`src/rtl/fifo_ctrl.sv`:
```
// fifo_ctrl
// ---------------------------------------------------------------------------
// This is a synchronous FIFO controller for a dual-port block RAM whose read
// port is registered. The RAM output register serves as the head-of-queue
// register, so the consumer sees a first-word-fall-through pop interface.
//
// Handshake semantics:
//   - Push is accepted when wr=1 and full=0. wr_data is captured in that cycle.
//     A wr while full is dropped and raises overflow in the next cycle.
//   - Pop is accepted when rd=1 and empty=0. It consumes the word on dout.
//     A rd while empty is ignored and raises underflow in the next cycle.
//   - Neither side stalls the other. wr/rd are requests, and full/empty say
//     whether each request is taken this cycle.
//
// Ports:
//   clk, reset            : clock and synchronous active-high reset
//   wr, wr_data           : push request and data
//   rd                    : pop request
//   dout, empty           : head-of-queue word (from ram_rdata) and its valid flag
//   full, count           : occupancy flags and total occupancy (0..DEPTH)
//   overflow, underflow   : one-cycle error pulses
//   ram_we/waddr/wdata    : RAM write port
//   ram_re/raddr, ram_rdata : RAM read port (registered read data)
// ---------------------------------------------------------------------------
module fifo_ctrl #(
  parameter int ADDR_WIDTH = 4,
  parameter int DATA_WIDTH = 8
) (
  input  logic                  clk,
  input  logic                  reset,
  input  logic                  wr,
  input  logic [DATA_WIDTH-1:0] wr_data,
  input  logic                  rd,
  output logic [DATA_WIDTH-1:0] dout,
  output logic                  empty,
  output logic                  full,
  output logic [ADDR_WIDTH:0]   count,
  output logic                  overflow,
  output logic                  underflow,
  output logic                  ram_we,
  output logic [ADDR_WIDTH-1:0] ram_waddr,
  output logic [DATA_WIDTH-1:0] ram_wdata,
  output logic                  ram_re,
  output logic [ADDR_WIDTH-1:0] ram_raddr,
  input  logic [DATA_WIDTH-1:0] ram_rdata
);

  localparam int DEPTH = 2 ** ADDR_WIDTH;
  localparam int CW    = ADDR_WIDTH + 1;

  logic [ADDR_WIDTH-1:0] wptr_q, wptr_d;
  logic [ADDR_WIDTH-1:0] rptr_q, rptr_d;
  logic [CW-1:0]         count_q, count_d;
  logic                  out_valid_q, out_valid_d;
  logic                  overflow_q, overflow_d;
  logic                  underflow_q, underflow_d;

  logic                  full_w;
  logic                  push_ok;
  logic                  pop_ok;
  logic                  fetch;
  logic [CW-1:0]         mem_count;

  assign full_w = (count_q == CW'(DEPTH));

  always_comb begin
    push_ok     = 1'b0;
    pop_ok      = 1'b0;
    fetch       = 1'b0;
    mem_count   = '0;
    wptr_d      = wptr_q;
    rptr_d      = rptr_q;
    count_d     = count_q;
    out_valid_d = out_valid_q;
    overflow_d  = 1'b0;
    underflow_d = 1'b0;

    // Words still in RAM that have not been loaded into the output register.
    mem_count = count_q - CW'(out_valid_q);

    // While reset is high, no RAM access is started. The state registers are
    // cleared in the flop block.
    push_ok = wr & ~full_w & ~reset;
    pop_ok  = rd & out_valid_q & ~reset;

    // Refill the head register when it is empty or is being consumed.
    // mem_count == 0 means the only candidate word is the one being written
    // this cycle, so the RAM never sees a read and write to one address at once.
    fetch = (mem_count != '0) & (~out_valid_q | pop_ok) & ~reset;

    if (push_ok) wptr_d = wptr_q + ADDR_WIDTH'(1);
    if (fetch)   rptr_d = rptr_q + ADDR_WIDTH'(1);

    if (fetch)       out_valid_d = 1'b1;
    else if (pop_ok) out_valid_d = 1'b0;

    count_d = count_q + CW'(push_ok) - CW'(pop_ok);

    overflow_d  = wr & full_w;
    underflow_d = rd & ~out_valid_q;
  end

  always_ff @(posedge clk) begin
    if (reset) begin
      wptr_q      <= '0;
      rptr_q      <= '0;
      count_q     <= '0;
      out_valid_q <= 1'b0;
      overflow_q  <= 1'b0;
      underflow_q <= 1'b0;
    end else begin
      wptr_q      <= wptr_d;
      rptr_q      <= rptr_d;
      count_q     <= count_d;
      out_valid_q <= out_valid_d;
      overflow_q  <= overflow_d;
      underflow_q <= underflow_d;
    end
  end

  assign dout      = ram_rdata;
  assign empty     = ~out_valid_q;
  assign full      = full_w;
  assign count     = count_q;
  assign overflow  = overflow_q;
  assign underflow = underflow_q;
  assign ram_we    = push_ok;
  assign ram_waddr = wptr_q;
  assign ram_wdata = wr_data;
  assign ram_re    = fetch;
  assign ram_raddr = rptr_q;

endmodule

```
`config.mk`:
```
export PLATFORM = sky130hd
export DESIGN_NAME = fifo_ctrl
export DESIGN_NICKNAME = d
export VERILOG_FILES = /design/src/rtl/fifo_ctrl.sv
export SDC_FILE = /design/constraint.sdc
export NUM_CORES = 1
export LEC_CHECK = 0
export BUFFER_PORTS_ARGS = -buffer_cell sky130_fd_sc_hd__buf_2
export CORE_MARGIN = 2
export CORE_UTILIZATION = 40
export DETAILED_ROUTE_END_ITERATION = 6
export MAX_ROUTING_LAYER = met4
export PLACE_DENSITY_LB_ADDON = 0.05
export SYNTH_ARGS = -nofsm -noshare
export SYNTH_HDL_FRONTEND = slang
export SYNTH_SLANG_ARGS = --single-unit
```
`constraint.sdc`:
```
create_clock -name clk -period 2.66 [get_ports clk]
set_clock_uncertainty 0.2 [all_clocks]
set_input_delay 0 -clock clk [delete_from_list [all_inputs] [get_ports clk]]
set_output_delay 0 -clock clk [all_outputs]
set_load 0.005 [all_outputs]
```
==> out/qor.yml, run 1 <==
clock_tree:
  clk_pin_slew_ns: 0.11
  clock_latency_ns: 0.28
  clk_path_buf_depth: 2
  h-tree-depth: 1
  cts-root-buf: "clkbuf_4"
  cts.sinks: 16
  cts_buffers: 3
  cts_tree: "done"
logic_synthesis:
  avgSynthCellArea_um2: 9.18
  synth_edf_count: 0
  ys_seq_elements: 16
  synth.net_count: 143
  yosys_warnings: 0
  yosys.area.top_type_share: 0.311
  synthFlopType: "dfxtp_1"
  async_reset_ff_frac: 0
  yosysSeqAreaShare: 0.311
  netlist_top_cells_count: "buf_4 (16), dfxtp_1 (16), nor2_1 (11), ha_1 (10), inv_1 (10)"
  netlist_area_um2: 1030
  ys_top_cells_by_area: "dfxtp_1 (31%), ha_1 (12%), buf_4 (12%)"
  yosys.area.top_type: "dfxtp_1"
  yosysUniqueCellTypes: 29
  synth_cells: 112
die:
  core_um2: 2450
  die_x_um: 54.7
  die_area_um2: 2990
  start_util: 0.419
  io_pins: 55
  rows: 18
  die_y_um: 54.7
final_layout:
  area_delta_synth_final_pct: 36.4
  fin_nets: 181
  fin_util: 0.571
  nFillCells: 220
  diodes: 0
  drive_gt1_frac: 0.342
setup_path:
  arrival_ns: 2.50
  rr_endpoint: "count[4]"
  crit_required_ns: 2.65
  critPathMaxFanout: 3
  path_cells: "inv_2 -> ha_4 -> and4bb_2 -> nor2_4 -> inv_2 -> ha_4 -> inv_2 -> ha_4 -> inv_2 -> fa_2 -> o21bai_1 -> a21oi_1 -> xnor2_1 -> nor2_1"
  crit_buf_inv: 4
  cp_top_family: "adder cells"
  timing.reg2reg.setup_slack_ns: 0.14
  crit_slowest_cell: "fa_2"
  worst-r2r-cell-count: 14
  crit_path_end: "count[4]"
  start_kind: "register"
  cp_common_cell: "inv_2"
  r2r-start: "count[3]"
  max_stage_delay_ns: 0.39
  critical_path_cell_count: 14
  criticalPathCategory: "register to register"
  crit_start: "count[3]"
  endpoint_kind: "register"
detailed_routing:
  vias: 825
  dr.pass1.iters: 2
  via_per_inst: 4.61
  ant_nets: 0
  drt-wirelength-per-cell_um: 11.8
  drcViolationCount: 0
  drt_iter0_drc: 13
  drt-total-wl_um: 2100
timing:
  finalWorstSetupSlack_ns: 0.142
  hold_viol: 0
  post-route-period-util: 0.947
  worst_pin_slew_ns: 0.432
  post-route-min-period_ns: 2.52
  slew-limit-headroom: 0.711
  setup_viol: 0
  holdWs_ns: 0.293
  fmax_mhz: 397
  drv_slew: 0
worst_hold_path:
  hold_depth: 1
  min_path_type: "register to register"
  min_from: "out_valid_q"
power_and_ir_drop:
  p_total_uw: 1160
  p_leak_uw: 0.000664
  peakVddDrop_uv: 528
  power_density_nw_per_um2: 828
placement:
  hpwlAfterDp_um: 1490
  dpl_worst_slack_ns: 0.0122
  port-buffer-count: 22
  routabilityCongestion: 0.816
grt:
  grt_pass1_vias: 714
  grt_pass1_wl_um: 3110
  track_usage: 0.151
  grt-ovfl-total: 0
  grt_max_degree: 14
  antenna_found_initial: 0
job:
  maxCapViolCount: 0
outcome:
  status: "completed"
-- worst min path at each step --
stage / to / slack (ns)
final: underflow / 0.29
after CTS: underflow / 0.29
after global routing: underflow / 0.32
after floorplan: dout[0] / -0.12
after global placement: dout[2] / -0.20
after detailed placement: dout[2] / -0.20
-- layer usage --
layer	track usage	up-vias	wire [um]
li1	-	421	-
met1	0.200	369	974
met2	0.226	33	1010
met3	0.0246	2	112
met4	0.0625	0	12
met5	-	-	0
-- state kept, by name, summed over array words and instances (netlist names) --
| signal | count |
|---|---|
| underflow | 1 |
| ram_waddr | 4 |
| out_valid_q | 1 |
| count | 5 |
| ram_raddr | 4 |
| overflow | 1 |
-- placed cells by master, fill, tap and decap left out, types with 2 or more instances in the layout --
master         count
buf_2             22
dlygate4sd3_1     20
dfxtp_1           14
nor2_1            10
buf_4              9
xnor2_1            7
ha_1               7
a21oi_1            5
inv_1              5
nand2b_1           5
nor2b_1            5
inv_2              5
nor3b_1            3
ha_4               3
clkbuf_4           3
nor3_1             2
nand2_1            2
mux2_1             2
o21bai_1           2
dfxtp_2            2
-- timing repair --
item	in CTS	in global routing
gates resized for setup	0	10
endpoints found under the setup margin	1	1
hold endpoints to repair	28	0
pin swaps	0	8
buffers inserted	1	2
hold buffers	20	0
-- kinds of logic (layout without fill, tap and decap cells) --
family                     after synthesis  count (layout)  synth area share
and+or+nand+nor                         33              33             0.178
buffers and inverters                   28              65             0.161
DFF                                     16              16             0.311
AOI/OAI and AO/OA                       12              12            0.0949
adders and majority gates               11              11             0.141
xor gates and xnor gates                 8               8            0.0681
muxes                                    4               4            0.0462
-- per-stage QoR --
stage / area (um^2) / cells / TNS [ns]
after floorplan: 1040 / 112 / 0
after global placement: 1110 / 152 / 0
after detailed placement: 1110 / 152 / 0
after CTS: 1350 / 177 / 0
after global routing: 1400 / 179 / -0.0103
final: 1400 / 179 / 0
-- report_power, final --
group          total (uW)  internal, uW  switching (uW)
Clock                 165          83.2            81.9
Sequential            348           300            48.3
Combinational         648           348             299
-- cell type report --
cell class              instances  area [um^2]  area share
inverters                      10         37.5      0.0268
multi-input cells              68          591       0.421
repair buffers                 51          378       0.269
clock buffers                   4         36.3      0.0259
flip-flops and latches         16          323       0.230
well taps                      30         37.5      0.0268
-- worst reg2reg max path, delay by kind of cell, from the launching register on --
kind | cells | cell delay, ns
buf+inv | 4 | 0.20
xor+xnor | 1 | 0.13
fa+ha+maj | 4 | 0.86
compound gates | 2 | 0.25
simple gates | 3 | 0.42
flops | 1 | 0.35
No activity file was read; power rests on OpenSTA's default activity.
==> run 2, diff against run 1 <==
--- a/config.mk
+++ b/config.mk
@@ -7,7 +7,8 @@
 export LEC_CHECK = 0
 export BUFFER_PORTS_ARGS = -buffer_cell sky130_fd_sc_hd__buf_2
 export CORE_MARGIN = 2
-export CORE_UTILIZATION = 40
+export CORE_UTILIZATION = 41
+export CTS_BUF_LIST = sky130_fd_sc_hd__clkbuf_4
 export DETAILED_ROUTE_END_ITERATION = 6
 export MAX_ROUTING_LAYER = met4
 export PLACE_DENSITY_LB_ADDON = 0.05
==> out/qor.yml, run 2 (synthesized netlist as in run 1, its figures left out) <==
detailed_routing:
  drcViolationCount: 0  # unchanged
  vias: 838  # +1.6%
  drt-wirelength-per-cell_um: 11.4  # -3.0%
  drt_iter0_drc: 1  # -12
  met3_length_um: 113  # +0.89%
  wl_met2_um: 1030  # +2.4%
  dr.pass1.iters: 3  # +1
  via_per_inst: 4.68  # +1.6%
  ant_nets: 0  # unchanged
  routed.top_layer: "met4"
  drt-total-wl_um: 2040  # -3.0%
  met1Wirelength_um: 882  # -9.4%
setup_path:
  crit_slowest_cell: "fa_2"
  cp_top_family: "adder cells"
  criticalPathCategory: "register to register"
  crit_required_ns: 2.65  # about the same
  crit_buf_inv: 4  # unchanged
  worst-r2r-cell-count: 14  # unchanged
  path_cells: "inv_2 -> ha_2 -> and4bb_2 -> nor2_4 -> inv_2 -> ha_4 -> inv_1 -> ha_2 -> inv_2 -> fa_2 -> o21bai_1 -> a21oi_1 -> xnor2_1 -> nor2_1"
  max_stage_delay_ns: 0.38  # about the same
  cp_common_cell: "inv_2"
  critical_path_cell_count: 14  # unchanged
  rr_endpoint: "count[4]"
  endpoint_kind: "register"
  r2r-start: "count[3]"
  start_kind: "register"
  timing.reg2reg.setup_slack_ns: 0.13  # about the same
  crit_start: "count[3]"
  critPathMaxFanout: 2  # -1
  arrival_ns: 2.52  # +0.02 ns
timing:
  setup_viol: 0  # unchanged
  post-route-min-period_ns: 2.53  # +0.0138 ns
  post-route-period-util: 0.952  # +0.00518
  drv_slew: 0  # unchanged
  worst_pin_slew_ns: 0.431  # -0.00117 ns
  fmax_mhz: 395  # -0.54%
  hold_viol: 0  # unchanged
  fin_tns_setup_ns: 0  # unchanged
  slew-limit-headroom: 0.712  # +0.000779
  finalWorstSetupSlack_ns: 0.128  # -0.0138 ns
worst_hold_path:
  hold_depth: 3  # +2
  min_from: "wr"
  min_path_type: "input port to register"
  hold_end: "overflow"
clock_tree:
  clk_path_buf_depth: 2  # unchanged
  cts.sinks: 16  # unchanged
  cts_buffers: 3  # unchanged
  cts_tree: "done"
  cts-root-buf: "clkbuf_4"
  clk_pin_slew_ns: 0.10  # about the same
  h-tree-depth: 1  # unchanged
  clock_latency_ns: 0.29  # about the same
final_layout:
  area_delta_synth_final_pct: 33.5
  fin_nets: 181  # unchanged
  mostFrequentLayoutCells: "buf_2 (22), dlygate4sd3_1 (20), dfxtp_1 (14)"
  drive_gt1_frac: 0.329  # -0.0134
  layout_commonest_cell: "buf_2"
  multiInputGateArea_um2: 571  # -3.4%
  largest_reg_flops: 5  # unchanged
  diodes: 0  # unchanged
  regArea_um2: 323  # unchanged
  nFillCells: 239  # +8.6%
power_and_ir_drop:
  p_leak_uw: 0.000658  # -0.98%
  power_density_nw_per_um2: 803  # -3.0%
  swShare: 0.373  # +0.00295
  peakVddDrop_uv: 413  # -22%
  pwr-share-clk: 0.121  # -0.021
  seq_power_share: 0.317  # +0.017
  internal_power_uw: 691  # -5.5%
  p_sw_uw: 411  # -4.3%
  combPwrFrac: 0.562  # +0.004
die:
  core_um2: 2430  # -0.92%
  io_pins: 55  # unchanged
  start_util: 0.423  # +0.00388
  die_x_um: 54.1  # -1.1%
  die_area_um2: 2930  # -2.3%
  die_y_um: 54.1  # -1.1%
  rows: 18  # unchanged
placement:
  routabilityCongestion: 0.761  # -6.6%
  dpl_worst_slack_ns: 0.0196  # +0.00735 ns
  hpwlAfterDp_um: 1510  # +0.96%
  port-buffer-count: 22  # unchanged
grt:
  grt_pass1_vias: 726  # +1.7%
  grt_pass1_wl_um: 2970  # -4.6%
  grt_max_degree: 13  # -1
  track_usage: 0.144  # -0.00681
  antenna_found_initial: 0  # unchanged
  grt-ovfl-total: 0  # unchanged
outcome:
  status: "completed"
job:
  maxCapViolCount: 0  # unchanged
## run 2: tightest hold or removal path, delay by kind of cell
family | cells | cell delay, ns
buf+inv | 2 | 0.61
simple gates | 1 | 0.14
## run 2: worst max-delay path by stage
| stage | end |
|---|---|
| detailed placement | count[4] |
| floorplan | count[4] |
| global placement | count[4] |
| CTS | count[4] |
| finish | count[4] |
| global route | count[4] |
## run 2: layer usage
metal,GRT usage,vias to the layer above
met2,0.248,32
met3,0.0250,2
met5,-,-
met1,0.164,378
li1,-,426
met4,0.0625,0
## run 2: layout make-up
cell class                 instances  share of cell area
clock buffer                       3              0.0164
tap                               30              0.0273
sequential                        16               0.235
inverter                          10              0.0273
timing repair buffer              51               0.275
multi-input combinational         68               0.416
clock inverter                     1             0.00273
## run 2: power by group through the flow
| stage | clock [uW] | combinational, uW | sequential [uW] |
|---|---|---|---|
| CTS | 139 | 603 | 346 |
| global placement | 0 | 566 | 350 |
| global route | 151 | 703 | 361 |
| detailed placement | 0 | 563 | 351 |
| floorplan | 0 | 402 | 365 |
| finish | 133 | 619 | 350 |
## run 2: per-stage QoR
step / cell area [um^2] / std cells / hold WS [ns] / utilization / total power (uW)
6_report: 1370 / 179 / 0.294 / 0.564 / 1100
2_1_floorplan: 1040 / 112 / -0.119 / - / 767
3_5_place_dp: 1110 / 152 / -0.200 / 0.455 / 915
4_1_cts: 1340 / 177 / 0.295 / 0.551 / 1090
5_1_grt: 1370 / 179 / 0.332 / 0.564 / 1210
3_3_place_gp: 1110 / 152 / -0.200 / 0.455 / 916
## run 2: timing repair
action / in CTS / in global routing
hold buffers: 20 / 0
buffers inserted: 1 / 2
endpoints found under the hold margin: 22 / 0
resized for setup: 0 / 7
setup endpoints to repair: 1 / 1
pin swaps: 0 / 7
==> run 3, diff against run 2 <==
--- a/config.mk
+++ b/config.mk
@@ -11,7 +11,8 @@
 export CTS_BUF_LIST = sky130_fd_sc_hd__clkbuf_4
 export DETAILED_ROUTE_END_ITERATION = 6
 export MAX_ROUTING_LAYER = met4
-export PLACE_DENSITY_LB_ADDON = 0.05
+export PLACE_DENSITY = 0.78
+export RECOVER_POWER = 50
 export SYNTH_ARGS = -nofsm -noshare
 export SYNTH_HDL_FRONTEND = slang
 export SYNTH_SLANG_ARGS = --single-unit
==> out/qor.yml, run 3 (synthesized netlist as in run 1, its figures left out) <==
die:
  die_area_um2: 2930  # unchanged
  die_y_um: 54.1  # unchanged
  core_um2: 2430  # unchanged
  die_x_um: 54.1  # unchanged
  rows: 18  # unchanged
  io_pins: 55  # unchanged
  start_util: 0.423  # unchanged
timing:
  rsz0062_at_grt: "false"
  hold_viol: 0  # unchanged
  slew-limit-headroom: 0.712  # about the same
  post-route-min-period_ns: 2.52  # -0.0169 ns
  drv_slew: 0  # unchanged
  post-route-period-util: 0.946  # -0.00636
  setup_viol: 0  # unchanged
  fin_tns_setup_ns: 0  # unchanged
  fmax_mhz: 398  # +0.67%
  worst_pin_slew_ns: 0.430  # -0.000239 ns
setup_path:
  critPathMaxFanout: 3  # +1
  cp_common_cell: "inv_2"
  max_stage_delay_ns: 0.35  # -0.03 ns
  arrival_ns: 2.51  # about the same
  path_cells: "inv_2 -> ha_4 -> and4bb_2 -> nor2_4 -> inv_2 -> ha_4 -> inv_1 -> ha_2 -> inv_2 -> fa_2 -> o21bai_1 -> a21oi_2 -> xnor2_1 -> nor2_1"
  start_kind: "register"
  criticalPathCategory: "register to register"
  endpoint_kind: "register"
  worst-r2r-cell-count: 14  # unchanged
  crit_required_ns: 2.65  # about the same
  crit_slowest_cell: "fa_2"
detailed_routing:
  ant_nets: 0  # unchanged
  dr.pass1.iters: 2  # -1
  drt-wirelength-per-cell_um: 12.2  # +6.9%
  drcViolationCount: 0  # unchanged
  via_per_inst: 4.85  # +3.7%
  vias: 859  # +2.5%
  drt_iter0_drc: 12  # +11
  drt-total-wl_um: 2160  # +5.7%
worst_hold_path:
  hold_depth: 3  # unchanged
  min_path_type: "input port to register"
job:
  maxCapViolCount: 0  # unchanged
grt:
  antenna_found_initial: 0  # unchanged
  grt-ovfl-total: 0  # unchanged
  grt_max_degree: 13  # unchanged
  track_usage: 0.165  # +0.0213
  grt_pass1_vias: 830  # +14%
  grt_pass1_wl_um: 3370  # +14%
final_layout:
  largest_reg_flops: 5  # unchanged
  fin_cells: 177  # -1.1%
  diodes: 0  # unchanged
  fin_nets: 180  # -0.55%
  design_area_um2: 1370  # -0.46%
  nFillCells: 215  # -10%
  layout_commonest_cell: "dlygate4sd3_1"
  area_delta_synth_final_pct: 32.8
  mostFrequentLayoutCells: "dlygate4sd3_1 (20), buf_2 (15), dfxtp_1 (14)"
  fin_util: 0.562  # -0.00257
  drive_gt1_frac: 0.286  # -0.0431
power_and_ir_drop:
  p_leak_uw: 0.000625  # -4.9%
  power_density_nw_per_um2: 819  # +2.0%
  peakVddDrop_uv: 457  # +11%
placement:
  hpwlAfterDp_um: 1580  # +5.1%
  placed_area_um2: 1090  # -1.4%
  port-buffer-count: 22  # unchanged
  dpl.cell_count: 150  # -1.3%
  routabilityCongestion: 0.780  # +2.5%
clock_tree:
  h-tree-depth: 1  # unchanged
  cts_buffers: 3  # unchanged
  cts.sinks: 16  # unchanged
  cts-root-buf: "clkbuf_4"
  clock_latency_ns: 0.29  # about the same
  clk_path_buf_depth: 2  # unchanged
  clk_pin_slew_ns: 0.09  # about the same
  cts_tree: "done"
outcome:
  status: "completed"
[run 3: layout make-up]
type	instances	area [um^2]	area share
multi-input cells	68	584	0.428
flip-flops and latches	16	323	0.236
well taps	30	37.5	0.0275
inverters	10	37.5	0.0275
repair buffers	50	362	0.265
clock buffers	3	22.5	0.0165
[run 3: power breakdown]
group          total (uW)  internal (uW)  leakage (uW)  switching, uW
Combinational         633            336      0.000479            297
Clock                 128           52.6     0.0000138           75.5
Sequential            357            300      0.000132           57.6
[run 3: worst paths after layout]
| path | start | to | slack (ns) |
|---|---|---|---|
| worst max register to register | count[2] | count[4] | 0.14 |
| worst min register to register | ram_waddr[1] | ram_waddr[1] | 0.32 |
| worst min-delay path | wr | overflow | 0.32 |
| worst max-delay path | count[2] | count[4] | 0.14 |
[run 3: repair_timing]
action / 4_1_cts / 5_1_grt
setup buffers: 1 / 3
endpoints found under the setup margin: 1 / 1
gates resized for setup: 0 / 9
hold buffers: 20 / 0
pin swaps: 0 / 8
hold endpoints to repair: 24 / 0
[run 3: per-layer routing]
layer,track usage,part of all wire,wire length (um),vias to the layer above
li1,-,-,-,421
met1,0.184,0.39,846,397
met2,0.297,0.53,1130,37
met3,0.0167,0.062,133,4
met4,0.0750,0.020,44,0
met5,-,0,0,-
[run 3: worst max-delay path: cells and delay by family, from the launching register on]
kind	cells	cell delay (ns)
adder cells (fa/ha/maj)	4	0.88
AND/OR/NAND/NOR	3	0.42
flip-flops	1	0.34
AO/OA/AOI/OAI	2	0.25
buffers and inverters	4	0.20
XOR/XNOR	1	0.13
[run 3: stage by stage]
step | power [uW] | setup WS [ns] | hold WS, ns
3_5_place_dp | 916 | 0.0114 | -0.200
3_3_place_gp | 887 | 0.0632 | -0.200
6_report | 1120 | 0.145 | 0.319
2_1_floorplan | 767 | 0.00497 | -0.119
5_1_grt | 1220 | 0.00747 | 0.345
4_1_cts | 1080 | 0.0237 | 0.318
